## src/rtl/detector_agc_stretch.sv

```systemverilog
// detector_agc_stretch: per-frame video statistics plus a 3-stage black-level/gain stretch
// from 14-bit pixels to 8 bits, configured over an Avalon-MM slave.
module detector_agc_stretch #(
    parameter int GAIN_SHIFT = 8,
    parameter int SUM_W      = 40,
    parameter int CNT_W      = 24
) (
    input  logic        clk,
    input  logic        rst_n,
    input  logic [2:0]  av_address,
    input  logic        av_read,
    output logic [31:0] av_readdata,
    input  logic        av_write,
    input  logic [31:0] av_writedata,
    input  logic        din_startofpacket,
    input  logic        din_endofpacket,
    input  logic        din_valid,
    input  logic [13:0] din_data,
    output logic        dout_startofpacket,
    output logic        dout_endofpacket,
    output logic        dout_valid,
    output logic [7:0]  dout_data,
    output logic        frame_irq
);
    localparam logic [0:0] S_IDLE = 1'b0, S_IN = 1'b1;

    logic [0:0]       r_state;
    logic [1:0]       r_ctrl;
    logic [13:0]      r_manual_low, r_low;
    logic [15:0]      r_gain;
    logic [13:0]      r_acc_min, r_acc_max, r_res_min, r_res_max;
    logic [SUM_W-1:0] r_acc_sum, r_res_sum;
    logic [CNT_W-1:0] r_acc_cnt, r_res_cnt;
    logic [31:0]      r_frame_cnt;
    logic             r_done;
    logic [13:0]      r_s1_diff;
    logic [15:0]      r_s1_gain;
    logic [29:0]      r_s2_prod;
    logic [7:0]       r_s1_pass, r_s2_pass;
    logic             r_s1_en, r_s2_en;
    logic [2:0]       r_s1_sb, r_s2_sb;

    logic             w_sop, w_acc, w_end;
    logic [13:0]      w_nmin, w_nmax, w_low, w_diff;
    logic [SUM_W-1:0] w_nsum;
    logic [CNT_W-1:0] w_ncnt;
    logic [29:0]      w_scaled;
    logic [31:0]      w_rdata;

    assign w_sop  = din_valid & din_startofpacket;
    assign w_acc  = w_sop | (din_valid & (r_state == S_IN));
    assign w_end  = din_valid & din_endofpacket & (w_sop | (r_state == S_IN));
    assign w_nmin = (w_sop | (din_data < r_acc_min)) ? din_data : r_acc_min;
    assign w_nmax = (w_sop | (din_data > r_acc_max)) ? din_data : r_acc_max;
    assign w_nsum = w_sop ? SUM_W'(din_data) : r_acc_sum + SUM_W'(din_data);
    assign w_ncnt = w_sop ? CNT_W'(1) : (&r_acc_cnt ? r_acc_cnt : r_acc_cnt + 1'b1);
    // Black level is latched at the sop pixel and applies to that pixel too.
    assign w_low    = w_sop ? (r_ctrl[1] ? r_res_min : r_manual_low) : r_low;
    assign w_diff   = (din_data > w_low) ? din_data - w_low : 14'd0;
    assign w_scaled = r_s2_prod >> GAIN_SHIFT;

    always_comb begin
        w_rdata = '0;
        case (av_address)
            3'd0:    w_rdata = {30'd0, r_ctrl};
            3'd1:    w_rdata = {18'd0, r_manual_low};
            3'd2:    w_rdata = {16'd0, r_gain};
            3'd3:    w_rdata = {2'b0, r_res_max, 2'b0, r_res_min};
            3'd4:    w_rdata = r_res_sum[31:0];
            3'd5:    w_rdata = 32'({r_res_sum[SUM_W-1:32], r_res_cnt});
            3'd6:    w_rdata = r_frame_cnt;
            default: w_rdata = {31'd0, r_done};
        endcase
    end

    always_ff @(posedge clk or negedge rst_n) begin
        if (!rst_n) begin
            r_state      <= S_IDLE;
            r_ctrl       <= '0;
            r_manual_low <= '0;
            r_gain       <= 16'h0100;
            r_low        <= '0;
            r_acc_min    <= '0;
            r_acc_max    <= '0;
            r_acc_sum    <= '0;
            r_acc_cnt    <= '0;
            r_res_min    <= '0;
            r_res_max    <= '0;
            r_res_sum    <= '0;
            r_res_cnt    <= '0;
            r_frame_cnt  <= '0;
            r_done       <= 1'b0;
            frame_irq    <= 1'b0;
            av_readdata  <= '0;
        end else begin
            av_readdata <= av_read ? w_rdata : 32'd0;
            if (av_write && av_address == 3'd0) r_ctrl <= av_writedata[1:0];
            if (av_write && av_address == 3'd1) r_manual_low <= av_writedata[13:0];
            if (av_write && av_address == 3'd2) r_gain <= av_writedata[15:0];
            if (w_sop) r_low <= w_low;
            if (w_acc) begin
                r_acc_min <= w_nmin;
                r_acc_max <= w_nmax;
                r_acc_sum <= w_nsum;
                r_acc_cnt <= w_ncnt;
            end
            if (w_end) begin
                r_res_min   <= w_nmin;
                r_res_max   <= w_nmax;
                r_res_sum   <= w_nsum;
                r_res_cnt   <= w_ncnt;
                r_frame_cnt <= r_frame_cnt + 32'd1;
            end
            r_state   <= w_end ? S_IDLE : (w_sop ? S_IN : r_state);
            r_done    <= w_end | (r_done & ~(av_write && av_address == 3'd7 && av_writedata[0]));
            frame_irq <= w_end;
        end
    end

    always_ff @(posedge clk or negedge rst_n) begin
        if (!rst_n) begin
            r_s1_diff          <= '0;
            r_s1_gain          <= '0;
            r_s1_pass          <= '0;
            r_s1_en            <= 1'b0;
            r_s1_sb            <= '0;
            r_s2_prod          <= '0;
            r_s2_pass          <= '0;
            r_s2_en            <= 1'b0;
            r_s2_sb            <= '0;
            dout_data          <= '0;
            dout_startofpacket <= 1'b0;
            dout_endofpacket   <= 1'b0;
            dout_valid         <= 1'b0;
        end else begin
            r_s1_diff <= w_diff;
            r_s1_gain <= r_gain;
            r_s1_pass <= din_data[13:6];
            r_s1_en   <= r_ctrl[0];
            r_s1_sb   <= {din_startofpacket, din_endofpacket, din_valid};
            r_s2_prod <= 30'(r_s1_diff) * 30'(r_s1_gain);
            r_s2_pass <= r_s1_pass;
            r_s2_en   <= r_s1_en;
            r_s2_sb   <= r_s1_sb;
            dout_data <= !r_s2_en ? r_s2_pass : ((w_scaled > 30'd255) ? 8'hFF : w_scaled[7:0]);
            {dout_startofpacket, dout_endofpacket, dout_valid} <= r_s2_sb;
        end
    end
endmodule

```

## config.mk

```make
export PLATFORM = sky130hd
export DESIGN_NAME = detector_agc_stretch
export DESIGN_NICKNAME = d
export VERILOG_FILES = /design/src/rtl/detector_agc_stretch.sv
export SDC_FILE = /design/constraint.sdc
export NUM_CORES = 1
export LEC_CHECK = 0
export CAP_MARGIN = 15
export CORE_ASPECT_RATIO = 1.2
export CORE_MARGIN = 3
export CORE_UTILIZATION = 56
export CTS_CLUSTER_SIZE = 20
export DETAILED_ROUTE_END_ITERATION = 10
export GPL_ROUTABILITY_DRIVEN = 1
export HOLD_SLACK_MARGIN = 0.06
export PLACE_DENSITY_LB_ADDON = 0.25
export SLEW_MARGIN = 20
export SYNTH_ARGS = -nofsm -noshare
export SYNTH_HDL_FRONTEND = slang
export SYNTH_SLANG_ARGS = --single-unit
```

## constraint.sdc

```tcl
create_clock -name clk -period 5.9 [get_ports clk]
set_input_delay 0.885 -clock clk [delete_from_list [all_inputs] [get_ports clk]]
set_output_delay 0.885 -clock clk [all_outputs]
set_load 0.02 [all_outputs]
```

==> results.md <==
* Drt first pass iters at 6
* Die Width at 199.5 um
* Maximum number of pins on one net before global-route repair at 149
* Residual DRC count at 0
* Worst slew pin tran at 1.152 ns
* Ys Warns at 0
* Clock tree from TritonCTS: yes
* Share of cells above drive strength 1 at 10.86%
* Gpl congestion at 0.9323
* Bufs and invs on worst path at 8
* Failing checks: setup timing
* Hold Slack at 0.3436 ns
* Most Crowded Layer GR: met2
* Clk pin slew, worst setup/hold paths at 0.07 ns
* GR Util met2 at 51.80%
* Layout net count at 3039
* Async set-reset flop share out of synthesis at 100.0%
* Routed WL per cell at 21.57 um
* Worst-skew pair later-pin latency at 0.58 ns
* Vias in the first global route at 20590
* Met1 usage at 35.35%
* Arr. time, crit path at 6.58 ns
* CP startpoint kind: flip-flop
* Min Tclk post-route at 6.127 ns
* Part of the cycle the worst path needs at 103.9%
* Most frequent cells in the layout: 377 x dfrtp_1, 355 x nand2_1, 236 x inv_1
* Vias per Instance at 6.094
* Setup_tns at -0.9428 ns
* Commonest non-fill, non-tap cell in the layout: dfrtp_1
* Total I/O pin count at 100
* Fin. max-slew vios at 0
* Vias at 19860
* Post-Route WL at 70280 um
* Initial antenna violation count at 1
* Met3 Track Usage GR at 3.728%
* Placed Cells at 3178
* VDD IR-drop max at 0.001403 V
* Final Cell Area at 0.02867 mm2
* Clock skew at 0.02559 ns
* Initial Utilization at 56.99%
* Mapped Cells at 2568
* Post-synthesis sequential area ratio at 38.20%
* Core area at 0.04414 mm2
* Maximum buffer depth of the clock tree at 3
* Maxcap violations at 0
* Overall Power at 20.59 mW
* Final critical-path setup slack at -0.2272 ns
* Area grow syn2layout at 13.95%
* Fillers at 3521
* Syn_nets at 2939
* PortBufs at 83
* Number of buffers created by CTS at 42
* Largest cells by area after synthesis: dfrtp_1 38%, fa_1 13%, ha_1 7.4%
* Rows at 84
* CP dominant cell by count: fa_1
* Die ar. at 0.04751 mm2
* Initial DRC Count at 1512
* H-tree levels at 2
* RSZ-0062 raised after global routing: yes
* Run status: finished, violations left
* Crit-path max cell delay at 0.53 ns
* GRT Util Overall at 30.05%
* Leak at 13.14 nW
* First-pass GRT wire length at 111000 um
* Placed Area at 0.02707 mm2
* Worst Path Required at 6.35 ns
* GRT Residual Overflow at 0
* Post-route insts no fill at 3259
* Clk root buf: clkbuf_16
* Remaining antenna violation count at 0
* Critical path peak fanout at 5
* Number of distinct library cells after synthesis at 67
* Die Span Y at 238.2 um
* PD cells at 718.4 mW/mm2
* Critical Path Slowest Stage Cell: fa_1
* Largest area contributor in the netlist: dfrtp_1
* Cell area after synthesis at 0.02516 mm2
* Crit end category: flip-flop
* Number of synthesized flops with an enable pin at 0
* Worst hold path type: reg -> reg
* Top_reg_cell synth: dfrtp_1
* Share of the synthesized area in the top cell type at 38.10%
* Reg2reg setup slack at -0.23 ns
* #FFs+latches synth at 384
* Final hold vios at 0
* Register area at 0.009618 mm2
* Multi-input logic area at 0.01433 mm2
* FMAX at 163.2 MHz
* Count of clock tree sinks at 384
* Avg Inst Size Synth at 9.797 um2
* Rel. slew slack at 23.00%
* Hpwl dp at 51690 um
* Critical path's top delay family: adder cells
* CP Class: reg -> reg
* Setup violators final at 6
## cell type report
cell class                 instances  area share [%]
antenna                            1        0.008729
clock buffer                      61           4.229
clock inverter                    14          0.5936
inverter                         239           3.130
multi-input combinational       1804           49.99
sequential                       384           33.55
tap                              559           2.440
timing repair buffer             197           6.054
## where the power goes
part           total (mW)  switching [mW]  internal [mW]
sequential           3.96           0.626           3.33
combinational        14.0            7.55           6.42
clock                2.67            1.11           1.56
## final timing paths
path	from	to	cells after the start
min in group asynchronous	rst_n	r_s2_pass[7]	1
min	r_s1_pass[4]	r_s2_pass[4]	0
min reg2reg	r_s1_pass[4]	r_s2_pass[4]	0
max	r_s1_diff[4]	r_s2_prod[21]	25
max reg2reg	r_s1_diff[4]	r_s2_prod[21]	25
max in group asynchronous	rst_n	r_res_max[6]	2
## timing repair
| action | CTS | global route |
|---|---|---|
| buffers inserted | 4 | 3 |
| hold buffers | 0 | 0 |
| setup endpoints to repair | 9 | 18 |
| resized for setup | 15 | 27 |
| pin swaps | 14 | 17 |
## metrics by stage
step                      worst slack (ns)  util (%)
after floorplan                   -0.04618         -
after global placement             -0.2648     61.33
after detailed placement           -0.3447     61.33
after CTS                          -0.2786     64.67
after global routing               -0.4451     64.94
final                              -0.2272     64.94
## per-layer routing
metal / vias to the layer above / share of wire (%)
met5: - / 0
met4: 0 / 8.0
met3: 250 / 4.9
met2: 732 / 50
met1: 9882 / 37
li1: 8997 / -
## Yosys cell counts (68+ instances only)
cell type and number:
dfrtp_1 383, nor2_1 93, xnor2_1 68, clkbuf_1 126
ha_1 149, and2_1 115, o21ai_0 180, fa_1 166
nand2_1 358, a21oi_1 77, a22oi_1 69, inv_1 239
## logic make-up (layout without fill, tap and decap cells)
family	after synthesis	in the layout	share of synthesized area [%]
AND/OR/NAND/NOR	748	748	13.98
AO/OA/AOI/OAI	570	570	14.97
flip-flops	384	384	38.20
buffers and inverters	380	511	5.709
adder cells (fa/ha/maj)	315	315	20.62
XOR/XNOR	104	104	3.621
multiplexers	67	67	2.895
other	0	1	0
## registers in the layout, summed over array words and instances (netlist names), 22 cells and up
register     cells
r_acc_cnt       24
r_res_sum       40
av_readdata     32
r_acc_sum       40
r_res_cnt       24
r_s2_prod       22
r_frame_cnt     32
No activity file was read; power rests on OpenSTA's default activity.
